===== src/rtl/time_cmd_encoder.sv =====
// time_cmd_encoder: synchronises and debounces seven push buttons, turns
// presses and held-button auto-repeats into events, queues them in a
// pending register and issues them by fixed priority as packed
// {amount, opcode} commands over a valid/ready handshake.
module time_cmd_encoder #(
  parameter int TIME_BUFF_SIZE = 18,
  parameter int OPER_L         = 3,
  parameter int HOUR           = 3600,
  parameter int MINUTE         = 60,
  parameter int SECOND         = 1,
  parameter int SYNC_STAGES    = 2,
  parameter int DEBOUNCE_CYC   = 4,
  parameter int REPEAT_EN      = 1,
  parameter int REPEAT_DELAY   = 16,
  parameter int REPEAT_PERIOD  = 4
) (
  input  logic                           CLK,
  input  logic                           RST_N,
  input  logic [6:0]                     BTN,
  output logic [TIME_BUFF_SIZE+OPER_L:0] OPER,
  output logic                           OPER_VALID,
  input  logic                           OPER_READY,
  output logic                           OVERFLOW
);

  localparam int OW      = TIME_BUFF_SIZE + OPER_L + 1;
  localparam int AW      = TIME_BUFF_SIZE + 1;
  localparam int DBW     = $clog2(DEBOUNCE_CYC + 1);
  localparam int RPT_MAX = (REPEAT_DELAY > REPEAT_PERIOD) ? REPEAT_DELAY : REPEAT_PERIOD;
  localparam int RCW     = $clog2(RPT_MAX + 2);

  localparam logic [OPER_L-1:0] OP_RESET = OPER_L'(32'd0);
  localparam logic [OPER_L-1:0] OP_DEC   = OPER_L'(32'd1);
  localparam logic [OPER_L-1:0] OP_ADD   = OPER_L'(32'd2);

  // Amounts are zero-extended or truncated to the amount field width.
  localparam logic [AW-1:0] AMT_ZERO = AW'(32'd0);
  localparam logic [AW-1:0] AMT_HOUR = AW'(HOUR);
  localparam logic [AW-1:0] AMT_MIN  = AW'(MINUTE);
  localparam logic [AW-1:0] AMT_SEC  = AW'(SECOND);

  typedef enum logic [0:0] {
    ST_IDLE = 1'b0,
    ST_HOLD = 1'b1
  } btn_state_t;

  // Command word for the highest-priority (lowest index) pending button.
  function automatic logic [OW-1:0] cmd_word(input logic [6:0] pend);
    logic [OW-1:0] w;
    casez (pend)
      7'b??????1: w = {AMT_ZERO, OP_RESET};
      7'b?????10: w = {AMT_HOUR, OP_ADD};
      7'b????100: w = {AMT_HOUR, OP_DEC};
      7'b???1000: w = {AMT_MIN,  OP_ADD};
      7'b??10000: w = {AMT_MIN,  OP_DEC};
      7'b?100000: w = {AMT_SEC,  OP_ADD};
      7'b1000000: w = {AMT_SEC,  OP_DEC};
      default:    w = {OW{1'b0}};
    endcase
    return w;
  endfunction

  logic [6:0]    ev_s;
  logic [6:0]    pending_r;
  logic [6:0]    win_oh_s;
  logic [6:0]    pend_clr_s;
  logic [6:0]    pend_nxt_s;
  logic          load_s;
  logic          ovf_set_s;
  logic [OW-1:0] cmd_s;

  for (genvar i = 0; i < 7; i++) begin : g_btn
    logic [SYNC_STAGES-1:0] sync_r;
    logic [DBW-1:0]         dcnt_r;
    logic                   deb_r;
    logic                   synced_s;
    logic                   flip_s;
    logic                   rise_s;

    assign synced_s = sync_r[SYNC_STAGES-1];
    // Flip on the cycle that completes DEBOUNCE_CYC consecutive differing samples.
    assign flip_s   = (synced_s != deb_r) && (dcnt_r == DBW'(DEBOUNCE_CYC - 1));
    assign rise_s   = flip_s & synced_s;

    // Shift the raw level through the synchroniser chain.
    always_ff @(posedge CLK or negedge RST_N) begin
      if (!RST_N) begin
        sync_r <= {SYNC_STAGES{1'b0}};
      end else begin
        sync_r <= {sync_r[SYNC_STAGES-2:0], BTN[i]};
      end
    end

    // Count consecutive cycles the synchronised level differs; any agreement restarts.
    always_ff @(posedge CLK or negedge RST_N) begin
      if (!RST_N) begin
        dcnt_r <= {DBW{1'b0}};
        deb_r  <= 1'b0;
      end else if (synced_s == deb_r) begin
        dcnt_r <= {DBW{1'b0}};
      end else if (flip_s) begin
        dcnt_r <= {DBW{1'b0}};
        deb_r  <= synced_s;
      end else begin
        dcnt_r <= dcnt_r + DBW'(32'd1);
      end
    end

    if (i == 0) begin : g_reset_btn
      // RESET_TIME only ever produces a press event.
      assign ev_s[i] = rise_s;
    end else begin : g_fsm
      btn_state_t     st_r;
      logic [RCW-1:0] rcnt_r;
      logic           fall_s;
      logic           rpt_s;

      assign fall_s  = flip_s & ~synced_s;
      // A release on the same edge as an expiring counter suppresses the repeat.
      assign rpt_s   = (REPEAT_EN != 0) && (st_r == ST_HOLD) && !fall_s &&
                       (rcnt_r <= RCW'(32'd1));
      assign ev_s[i] = ((st_r == ST_IDLE) && rise_s) || rpt_s;

      // Press/hold state machine with the auto-repeat countdown.
      always_ff @(posedge CLK or negedge RST_N) begin
        if (!RST_N) begin
          st_r   <= ST_IDLE;
          rcnt_r <= {RCW{1'b0}};
        end else begin
          case (st_r)
            ST_IDLE: begin
              if (rise_s) begin
                st_r   <= ST_HOLD;
                rcnt_r <= RCW'(REPEAT_DELAY);
              end
            end
            ST_HOLD: begin
              if (fall_s) begin
                st_r   <= ST_IDLE;
                rcnt_r <= {RCW{1'b0}};
              end else if (REPEAT_EN == 0) begin
                rcnt_r <= rcnt_r;
              end else if (rpt_s) begin
                rcnt_r <= RCW'(REPEAT_PERIOD);
              end else begin
                rcnt_r <= rcnt_r - RCW'(32'd1);
              end
            end
            default: begin
              st_r   <= ST_IDLE;
              rcnt_r <= {RCW{1'b0}};
            end
          endcase
        end
      end
    end
  end

  assign cmd_s = cmd_word(pending_r);

  // Pick the winner, clear it when loaded, merge new events and detect drops.
  always_comb begin
    win_oh_s = pending_r & (~pending_r + 7'd1);
    load_s   = (pending_r != 7'd0) && (!OPER_VALID || OPER_READY);
    if (load_s) begin
      pend_clr_s = pending_r & ~win_oh_s;
    end else begin
      pend_clr_s = pending_r;
    end
    if (ev_s[0]) begin
      // RESET_TIME flushes the queued inc/dec events without flagging overflow.
      pend_nxt_s = 7'b0000001;
      ovf_set_s  = pend_clr_s[0];
    end else begin
      pend_nxt_s = pend_clr_s | ev_s;
      ovf_set_s  = |(pend_clr_s & ev_s);
    end
  end

  // Pending register, sticky overflow and the registered output slot.
  always_ff @(posedge CLK or negedge RST_N) begin
    if (!RST_N) begin
      pending_r  <= 7'd0;
      OVERFLOW   <= 1'b0;
      OPER       <= {OW{1'b0}};
      OPER_VALID <= 1'b0;
    end else begin
      pending_r <= pend_nxt_s;
      OVERFLOW  <= OVERFLOW | ovf_set_s;
      if (load_s) begin
        OPER       <= cmd_s;
        OPER_VALID <= 1'b1;
      end else if (OPER_READY) begin
        OPER_VALID <= 1'b0;
      end
    end
  end

endmodule


===== config.mk =====
export PLATFORM = sky130hd
export DESIGN_NAME = time_cmd_encoder
export DESIGN_NICKNAME = d
export VERILOG_FILES = /design/src/rtl/time_cmd_encoder.sv
export SDC_FILE = /design/constraint.sdc
export NUM_CORES = 1
export LEC_CHECK = 0
export BUFFER_PORTS_ARGS = -buffer_cell sky130_fd_sc_hd__buf_4
export CORE_UTILIZATION = 45
export DETAILED_ROUTE_END_ITERATION = 10
export GPL_ROUTABILITY_DRIVEN = 0
export SETUP_SLACK_MARGIN = 0.5
export SLEW_MARGIN = 30
export SYNTH_ARGS = -nofsm -noshare
export SYNTH_HDL_FRONTEND = slang
export SYNTH_SLANG_ARGS = --single-unit

===== constraint.sdc =====
create_clock -name CLK -period 3.6 [get_ports CLK]
set_clock_uncertainty 0.2 [all_clocks]
set_input_delay 0.72 -clock CLK [delete_from_list [all_inputs] [get_ports CLK]]
set_output_delay 0.72 -clock CLK [all_outputs]
set_load 0.02 [all_outputs]

==> results of run 1 <==
final cells by class:
cell class	count	share of cell area, %
Clock buffer	11	2.79
Timing Repair Buffer	22	3.51
Sequential cell	93	46.0
Tap cell	133	3.29
Multi-Input combinational cell	325	40.6
Clock inverter	5	2.10
Inverter	23	1.71
power groups by stage:
stage | clock [mW] | combinational (mW) | sequential [mW]
2_1_floorplan | 0 | 1.31 | 1.72
3_3_place_gp | 0 | 1.57 | 1.76
3_5_place_dp | 0 | 1.62 | 1.78
4_1_cts | 0.877 | 1.62 | 1.76
5_1_grt | 0.918 | 1.85 | 1.82
6_report | 0.850 | 1.60 | 1.76
how the worst max path moves through the flow:
| stage | startpoint | end | slack, ns | cells past startpoint |
|---|---|---|---|---|
| global placement | OPER_READY | OVERFLOW$_DFF_PN0_ | 1.28 | 7 |
| finish | pending_r[0]$_DFF_PN0_ | OVERFLOW$_DFF_PN0_ | 1.42 | 6 |
| global route | pending_r[0]$_DFF_PN0_ | OVERFLOW$_DFF_PN0_ | 1.30 | 6 |
| detailed placement | OPER_READY | OVERFLOW$_DFF_PN0_ | 1.24 | 7 |
| CTS | pending_r[0]$_DFF_PN0_ | OVERFLOW$_DFF_PN0_ | 1.41 | 6 |
| floorplan | pending_r[0]$_DFF_PN0_ | OVERFLOW$_DFF_PN0_ | 1.64 | 8 |
per-layer routing:
layer  wire length [um]  up-vias  track usage, %  share of wire (%)
met4                114        0            5.85                1.5
met5                  0        -               0                  0
met2               3500       52            25.7                 45
met3                212       10            2.49                2.7
li1                   -     1608               -                  -
met1               3880     1489            22.3                 50
flip-flops by register name (all words and copies together), names as in the netlist, named ones only:
signal              cells
OPER_VALID              1
pending_r               7
OPER                    6
g_btn.sync_r           14
OVERFLOW                1
g_btn.dcnt_r           21
g_btn.deb_r             7
g_btn.g_fsm.rcnt_r     30
logic make-up (layout without fill, tap and decap cells):
group	Yosys count	after routing
DFF	93	93
muxes	8	8
and+or+nand+nor	153	153
AOI/OAI and AO/OA	120	120
xor gates and xnor gates	13	13
other	1	12
buffers and inverters	48	61
adders and majority gates	19	19
synth_stat cells (2+ instances only):
master / n / area share [%]
nand2b_1: 9 / 1.2
inv_1: 23 / 1.9
nor3b_1: 13 / 2.1
a21o_1: 2 / 0.33
or3_1: 2 / 0.27
a31oi_1: 9 / 1.2
xor2_1: 2 / 0.38
nand4_1: 3 / 0.41
mux2_2: 6 / 1.5
ha_1: 19 / 5.2
mux2i_1: 2 / 0.43
nor2_1: 33 / 2.7
nor3_1: 18 / 2.0
xnor2_1: 11 / 2.1
nand3b_1: 4 / 0.65
buf_4: 16 / 2.6
buf_6: 2 / 0.49
nor2b_1: 12 / 1.6
o21ai_2: 2 / 0.38
nand3_1: 6 / 0.65
o2111ai_1: 3 / 0.57
nand2_1: 43 / 3.5
a21oi_1: 21 / 2.3
o31ai_4: 2 / 0.92
o21bai_1: 4 / 0.65
o31ai_1: 9 / 1.5
o21ai_0: 41 / 4.5
a22o_1: 2 / 0.38
o21a_1: 5 / 0.81
o22ai_1: 2 / 0.27
clkbuf_1: 5 / 0.41
dfrtp_1: 93 / 50
o21ai_1: 6 / 0.65
per-stage QoR:
stage	hold WS, ns	cell area, sq um
5_1_grt	0.162	5060
2_1_floorplan	0.131	4650
6_report	0.152	5060
4_1_cts	0.157	5060
3_5_place_dp	0.136	4810
3_3_place_gp	0.133	4810
==> results.yml, run 1 <==
finish:
  instances_no_fill: 612
  multiInputGateArea_sq_mm: 0.00205
  seqCellArea_sq_mm: 0.00233
  layout-drive-gt1-share_pct: 11.7
  finalNetCount: 503
  layout_commonest_cell: "dfrtp_1"
  fillCellCount: 907
  num_antenna_cells: 0
  fin_util_pct: 51.3
  most-common-layout-cells: "93 x dfrtp_1, 43 x nand2_1, 41 x o21ai_0"
  synthToLayoutAreaGrowth_pct: 9.77
clock_network:
  cts_buffers: 9
  ctsResizeCount: 0
  clk_pin_slew_worst_paths_ns: 0.09
  cts_root_buf: "clkbuf_8"
  insertion_delay_ns: 0.35
  cts_sinks: 93
  htree_levels: 3
  cts_buffer_depth: 2
  hold_buffers: 0
  cts_setup_buffers: 0
  cts_tree: "done"
die:
  rows: 36
  coreArea_sq_mm: 0.00986
  ioPinCount: 34
  die_y_um: 103
  start_util_pct: 46.7
  dieWidth_um: 103
  die-area_sq_mm: 0.0107
power_and_ir_drop:
  power_switching_mw: 1.60
  p_leak_nw: 2.24
  clock_power_share_pct: 20.2
  ir_drop_mv: 0.316
  seqPwrFrac_pct: 41.8
  pwr-share-comb_pct: 38.0
  p_sw_share_pct: 38.1
  report.power.total_mw: 4.21
  p_int_mw: 2.61
  power.density_mw_per_mm2: 832
route:
  drc: 0
  drt_first_pass_iters: 4
  finalWirelength_mm: 7.71
  ant_nets: 0
  via_count: 3159
  drt-initial-drc-count: 72
  drt-vias-per-instance: 5.16
  post_drt_wl_per_cell_um: 12.6
synthesis:
  muxShareOfSynthArea_pct: 1.90
  synthCells: 455
  synth_xor_area_share_pct: 2.47
  yosys.area_share.simple_pct: 17.2
  netlist-cell-type-count: 58
  synth.avg_cell_area_sq_um: 10.1
  synth_compound_area_share_pct: 16.9
  synth_top_family_by_area: "simple AND/OR/NAND/NOR gates"
  synth_fa_ha_area_share_pct: 5.16
  synth-edff-count: 0
  yosysWarnings: 0
  yosysSeqAreaShare_pct: 50.5
  synth_area_sq_mm: 0.00461
  synthArstFlopShare_pct: 100
  synthFlopType: "dfrtp_1"
  synth_seq_cells: 93
timing:
  rsz0062_at_grt: "no"
  period_share_pct: 60.6
  tightest_slew_ns: 0.595
  drv_slew: 0
  setup_ws_ns: 1.42
  relSlewSlack_pct: 60.0
  setup_viol: 0
  finalSetupTns_ns: 0
  period_minus_slack_ns: 2.18
  max_freq_ghz: 0.459
  hold_viol: 0
grt:
  grt_usage_pct: 16.1
  grt_overflow: 0
  antenna_found_initial: 0
  grt_pass1_vias: 2913
  grt_first_pass_wirelength_mm: 13.4
  grt_max_degree: 48
worst_setup_path:
  worstPathArrival_ns: 2.21
  crit_path_max_incr_delay_ns: 0.55
  cp.required_ns: 3.63
  crit_family: "compound AO/OA/AOI/OAI gates"
  cp_cell_sequence: "or3_1, o31ai_4, inv_1, a31oi_1, o2111ai_1, a2bb2oi_1"
  worstRegToRegCells: 6
  slowest_stage: "or3_1"
  critical_path_class: "reg2reg"
  worstSetupStartpointType: "flip-flop"
  cp_max_fo: 10
  cp-end-kind: "flip-flop"
  r2r-end: "OVERFLOW$_DFF_PN0_"
  reg2reg_from: "pending_r[0]$_DFF_PN0_"
  critical_path_buf_inv_count: 1
  timing.reg2reg.setup_slack_ns: 1.42
hold_path:
  hold_class: "in2async"
run_status:
  status: "complete, no violations"
flow_run:
  drv_cap: 0
place:
  dp_hpwl_mm: 5.53
  portBuffers: 21
  place_inst: 596
  place_ws_ns: 1.24
(Power assumes the default switching activity.)
==> run 2, diff against run 1 <==
--- a/config.mk
+++ b/config.mk
@@ -5,6 +5,7 @@
 export SDC_FILE = /design/constraint.sdc
 export NUM_CORES = 1
 export LEC_CHECK = 0
+export ABC_AREA = 1
 export BUFFER_PORTS_ARGS = -buffer_cell sky130_fd_sc_hd__buf_4
 export CORE_UTILIZATION = 45
 export DETAILED_ROUTE_END_ITERATION = 10
==> constraint.sdc (replaced) <==
create_clock -name CLK -period 1.9 [get_ports CLK]
set_clock_uncertainty 0.2 [all_clocks]
set_input_delay 0.38 -clock CLK [delete_from_list [all_inputs] [get_ports CLK]]
set_output_delay 0.38 -clock CLK [all_outputs]
set_load 0.02 [all_outputs]
==> results.yml, run 2 <==
run_status:
  status: "complete, no violations"
synthesis:
  synth_most_common_cell: "nand2_1"
  synth_area_sq_mm: 0.00448
  netlist-cell-type-count: 35
  synth_area_leaders: "dfrtp_1 52%, nand2_1 9.0%, inv_1 7.2%"
  synth-edff-count: 0
  synthArstFlopShare_pct: 100
  synth.avg_cell_area_sq_um: 8.69
  synthCells: 516
  synth_seq_cells: 93
  synthFlopType: "dfrtp_1"
  yosysWarnings: 0
  synth.top_cell.area_share_pct: 51.9
  yosys.area.top_type: "dfrtp_1"
  yosysSeqAreaShare_pct: 51.9
  synthTopCellsByCount: "108 x nand2_1, 93 x dfrtp_1, 86 x inv_1"
place:
  dp_hpwl_mm: 5.29
  portBuffers: 21
  placed_area_sq_mm: 0.00480
  place_ws_ns: 0.173
timing:
  hold_viol: 0
  setup_viol: 0
  setup_ws_ns: 0.241
  period_minus_slack_ns: 1.66
  max_freq_ghz: 0.603
  rsz0062_at_grt: "yes"
  finalSetupTns_ns: 0
  period_share_pct: 87.3
  drv_slew: 0
  holdWs_ns: 0.154
route:
  drc: 0
  drt_first_pass_iters: 4
  dr_wl_met3_um: 198
  drt-initial-drc-count: 115
  dr_wl_met2_mm: 4.95
  top_layer_used: "met4"
  wl_met1_mm: 4.19
  finalWirelength_mm: 9.51
  via_count: 3636
  ant_nets: 0
  post_drt_wl_per_cell_um: 12.3
  drt-vias-per-instance: 4.71
finish:
  layout-drive-gt1-share_pct: 45.2
  fin_util_pct: 65.3
  top_regs: "g_btn.g_fsm.rcnt_r (30), g_btn.dcnt_r (21), g_btn.sync_r (14)"
  finalNetCount: 663
  seqCellArea_sq_mm: 0.00233
  multiInputGateArea_sq_mm: 0.00230
  synthToLayoutAreaGrowth_pct: 41.8
  num_antenna_cells: 0
  final_area_sq_mm: 0.00636
  regMostFlops: "g_btn.g_fsm.rcnt_r"
  most-common-layout-cells: "88 x dfrtp_1, 76 x nand2_1, 75 x buf_4"
  largest_register_ffs: 30
  layout_commonest_cell: "dfrtp_1"
  fillCellCount: 787
power_and_ir_drop:
  power_switching_mw: 4.32
  p_leak_nw: 3.12
  p_int_mw: 6.23
  clock_power_share_pct: 13.9
  pwr-share-comb_pct: 54.4
  power.density_mw_per_mm2: 1660
  ir_drop_mv: 0.942
  seqPwrFrac_pct: 31.7
  p_sw_share_pct: 40.9
clock_network:
  cts_root_buf: "clkbuf_8"
  cts_buffers: 9
  clk_pin_slew_worst_paths_ns: 0.09
  cts_buffer_depth: 2
  cts_tree: "done"
  insertion_delay_ns: 0.35
  htree_levels: 3
  cts_sinks: 93
die:
  dieWidth_um: 102
  start_util_pct: 46.1
  die_y_um: 102
  die-area_sq_mm: 0.0104
  rows: 36
  coreArea_sq_mm: 0.00973
  ioPinCount: 34
worst_setup_path:
  slowest_stage: "dfrtp_1"
  crit_path_max_incr_delay_ns: 0.41
  cp-end-kind: "flip-flop"
  cp.required_ns: 1.95
  critical_path_class: "reg2reg"
  cp_cell_sequence: "buf_4, nor2_1, o211ai_1, buf_4, or2_4, nand3_1, o21ai_1"
  cpMostUsedCell: "buf_4"
  cp_max_fo: 2
  worstSetupStartpointType: "flip-flop"
  worstPathArrival_ns: 1.71
  worstRegToRegCells: 7
hold_path:
  hold_depth: 0
  hold_class: "reg2reg"
grt:
  grt_overflow: 0
  grt_pass1_vias: 3523
  antenna_found_initial: 0
  grt_usage_pct: 17.8
  grt_max_degree: 94
  grt_first_pass_wirelength_mm: 14.5
flow_run:
  drv_cap: 0
-- run 2: cell count changes after synthesis, sizes merged, moves of 10 or more --
cell	delta
o21ai	-17
nand2	+75
inv	+67
o31ai	-12
nor2b	-13
nor2	+25
nand2b	-10
nor3b	-12
-- run 2: logic make-up (layout without fill, tap and decap cells) --
logic type               count (synthesis)  count (layout)  synth area share [%]
buffers and inverters                  106             218                  10.2
AND/OR/NAND/NOR                        214             214                  20.8
flip-flops                              93              93                  51.9
XOR/XNOR                                12              12                  2.34
AO/OA/AOI/OAI                           71              71                  9.38
adder cells (fa/ha/maj)                 19              19                  5.30
other                                    1              12                0.0836
-- run 2: final cells by class --
| type | count | share of cell area (%) |
|---|---|---|
| Clock buffer | 14 | 3.03 |
| Multi-Input combinational cell | 328 | 36.1 |
| Timing Repair Buffer | 112 | 15.4 |
| Inverter | 90 | 5.55 |
| Tap cell | 133 | 2.62 |
| Sequential cell | 93 | 36.7 |
| Clock inverter | 2 | 0.590 |
-- run 2: per-layer routing --
layer | global-route usage, % | vias to the layer above
met5 | 0 | -
met1 | 20.8 | 1732
met3 | 2.87 | 18
li1 | - | 1838
met4 | 7.58 | 0
met2 | 32.4 | 48
-- run 2: final timing paths --
| check | slack [ns] | end | start |
|---|---|---|---|
| min reg2reg | 0.15 | g_btn[2].sync_r[1]$_DFF_PN0_ | g_btn[2].sync_r[0]$_DFF_PN0_ |
| min | 0.15 | g_btn[2].sync_r[1]$_DFF_PN0_ | g_btn[2].sync_r[0]$_DFF_PN0_ |
| max | 0.24 | g_btn[4].g_fsm.rcnt_r[4]$_DFFE_PN0P_ | g_btn[4].g_fsm.rcnt_r[1]$_DFFE_PN0P_ |
| min in group asynchronous | 0.40 | g_btn[1].dcnt_r[2]$_DFF_PN0_ | RST_N |
| max in group asynchronous | 0.69 | g_btn[3].g_fsm.rcnt_r[0]$_DFFE_PN0P_ | RST_N |
| max reg2reg | 0.24 | g_btn[4].g_fsm.rcnt_r[4]$_DFFE_PN0P_ | g_btn[4].g_fsm.rcnt_r[1]$_DFFE_PN0P_ |
-- run 2: critical path: cells and delay by family, from the launching register on --
family	cells	cell delay [ns]
AOI/OAI and AO/OA	2	0.20
buffers and inverters	2	0.33
and+or+nand+nor	3	0.42
DFF	1	0.41
-- run 2: power by group through the flow --
stage / Combinational [mW] / Clock [mW] / Sequential, mW
floorplan: 2.70 / 0 / 3.23
global placement: 3.39 / 0 / 3.25
detailed placement: 3.47 / 0 / 3.27
CTS: 4.59 / 1.52 / 3.24
global route: 6.33 / 1.59 / 3.42
finish: 5.74 / 1.47 / 3.34
-- run 2: what timing repair did --
item | in CTS | in global routing
gates cloned | 0 | 0
setup buffers | 52 | 28
pin swaps | 34 | 45
hold buffers | 8 | 0
endpoints found under the setup margin | 56 | 63
endpoints found under the hold margin | 100 | 0
gates resized for setup | 96 | 117
-- run 2: metrics by stage --
step	total power, mW	instances
6_report	10.6	772
5_1_grt	11.4	772
4_1_cts	9.36	744
3_5_place_dp	6.75	668
3_3_place_gp	6.64	668
2_1_floorplan	5.94	527
==> run 3, diff against run 2 <==
==> constraint.sdc (replaced) <==
create_clock -name CLK -period 1.9 [get_ports CLK]
set_clock_uncertainty 0.2 [all_clocks]
set_input_delay 0.38 -clock CLK [delete_from_list [all_inputs] [get_ports CLK]]
set_output_delay 0.38 -clock CLK [all_outputs]
set_load 0.1 [all_outputs]
==> results.yml, run 3 (same netlist as run 2, synthesis figures left out) <==
grt:
  grt_max_degree: 41
  grt_usage_pct: 19.2
  grt_first_pass_wirelength_mm: 15.6
  antenna_found_initial: 0
  grt_util_met2_pct: 34.1
  busiest_layer: "met2"
  grt_pass1_vias: 3659
  grt_overflow: 0
  global_route.usage.met3_pct: 4.10
  use_met1_pct: 23.3
die:
  die_y_um: 102
  dieWidth_um: 102
  ioPinCount: 34
  die-area_sq_mm: 0.0104
  start_util_pct: 46.1
  rows: 36
  coreArea_sq_mm: 0.00973
worst_setup_path:
  worstRegToRegCells: 12
  cp-end-kind: "flip-flop"
  critical_path_class: "reg2reg"
  timing.reg2reg.setup_slack_ns: 0.16
  reg2reg_from: "g_btn[2].g_fsm.rcnt_r[1]$_DFFE_PN0P_"
  r2r-end: "OVERFLOW$_DFF_PN0_"
  worstPathArrival_ns: 1.80
  cp_max_fo: 2
  worstSetupStartpointType: "flip-flop"
  cp.required_ns: 1.95
finish:
  regMostFlops: "g_btn.g_fsm.rcnt_r"
  top_regs: "g_btn.g_fsm.rcnt_r (30), g_btn.dcnt_r (21), g_btn.sync_r (14)"
  final_area_sq_mm: 0.00688
  finalNetCount: 680
  most-common-layout-cells: "83 x dfrtp_1, 71 x buf_4, 69 x nand2_1"
  layout-drive-gt1-share_pct: 49.5
  num_antenna_cells: 0
  layout_commonest_cell: "dfrtp_1"
  synthToLayoutAreaGrowth_pct: 53.3
  largest_register_ffs: 30
timing:
  max_freq_ghz: 0.574
  drv_slew: 0
  holdWs_ns: 0.152
  finalSetupTns_ns: 0
  period_minus_slack_ns: 1.74
  setup_viol: 0
  rsz0062_at_grt: "yes"
  period_share_pct: 91.7
  hold_viol: 0
route:
  drt_first_pass_iters: 4
  drc: 0
  post_drt_wl_per_cell_um: 13.3
  finalWirelength_mm: 10.5
  drt-vias-per-instance: 4.84
  ant_nets: 0
  drt-initial-drc-count: 132
  via_count: 3820
hold_path:
  hold_class: "reg2reg"
  min-delay-start: "g_btn[6].sync_r[0]$_DFF_PN0_"
  hold_depth: 0
  min_to: "g_btn[6].sync_r[1]$_DFF_PN0_"
clock_network:
  htree_levels: 3
  insertion_delay_ns: 0.36
  clk_pin_slew_worst_paths_ns: 0.10
  cts_tree: "done"
  cts_buffers: 9
  cts_root_buf: "clkbuf_8"
  cts_sinks: 93
  cts_buffer_depth: 2
run_status:
  status: "complete, no violations"
power_and_ir_drop:
  report.power.total_mw: 12.4
  p_leak_nw: 3.27
  ir_drop_mv: 0.850
  power.density_mw_per_mm2: 1810
place:
  dp_hpwl_mm: 5.53
  placed_area_sq_mm: 0.00485
  portBuffers: 21
flow_run:
  drv_cap: 0
[run 3: cell types whose count changed in the layout (fill, tap and decap cells not counted), sizes merged]
| cell | delta |
|---|---|
| clkinv | +1 |
| buf | +17 |
| clkbuf | -3 |
| clkinvlp | +1 |
| bufinv | +1 |
[run 3: final cells by class]
type	instances	area, sq um
inverter	90	353
sequential	93	2350
clock buffer	11	141
timing repair buffer	129	1310
fill	709	2850
multi-input combinational	328	2480
tap	133	166
clock inverter	5	83.8
[run 3: layer usage]
layer	part of all wire [%]	vias to the layer above	routed length, um
li1	-	1873	-
met1	43	1859	4500
met2	53	72	5570
met3	2.6	16	269
met4	1.5	0	158
met5	0	-	0
[run 3: how the worst max path moves through the flow]
stage,startpoint,to,slack [ns]
after floorplan,OPER_VALID$_DFFE_PN0P_,OVERFLOW$_DFF_PN0_,0.30
after global placement,g_btn[4].g_fsm.rcnt_r[1]$_DFFE_PN0P_,OVERFLOW$_DFF_PN0_,0.18
after detailed placement,g_btn[4].g_fsm.rcnt_r[1]$_DFFE_PN0P_,OVERFLOW$_DFF_PN0_,0.18
after CTS,OPER[13]$_DFFE_PN0N_,OPER[13],0.24
after global routing,g_btn[2].g_fsm.rcnt_r[1]$_DFFE_PN0P_,OVERFLOW$_DFF_PN0_,0.09
final,g_btn[2].g_fsm.rcnt_r[1]$_DFFE_PN0P_,OVERFLOW$_DFF_PN0_,0.16
[run 3: where the power goes]
group          internal [mW]  total [mW]  switching [mW]
registers               2.73        3.46           0.728
clock network          0.781        1.50           0.717
logic                   3.40        7.48            4.08
total                   6.91        12.4            5.53
[run 3: what timing repair did]
item,4_1_cts,5_1_grt
setup endpoints to repair,55,65
hold buffers,8,0
pin swaps,40,51
buffers inserted,61,34
gates resized for setup,132,144
hold endpoints to repair,29,0
gates cloned,0,0
[run 3: per-stage QoR]
| step | util [%] | worst slack (ns) | std cells |
|---|---|---|---|
| after floorplan | - | 0.303 | 527 |
| after global placement | 49.9 | 0.175 | 670 |
| after detailed placement | 49.9 | 0.182 | 670 |
| after CTS | 62.1 | 0.238 | 755 |
| after global routing | 70.7 | 0.0905 | 789 |
| final | 70.7 | 0.157 | 789 |
[run 3: worst max-delay path, cell delays in order (launching register included)]
cell     delay (ns)
dfrtp_1        0.40
inv_2          0.06
ha_2           0.19
nor2_4         0.12
nor2_1         0.06
nand2_1        0.09
nand2_2        0.10
nand3_1        0.10
nand2_1        0.07
nor2_1         0.09
nand2_1        0.06
nand2_1        0.05
nand2_1        0.04
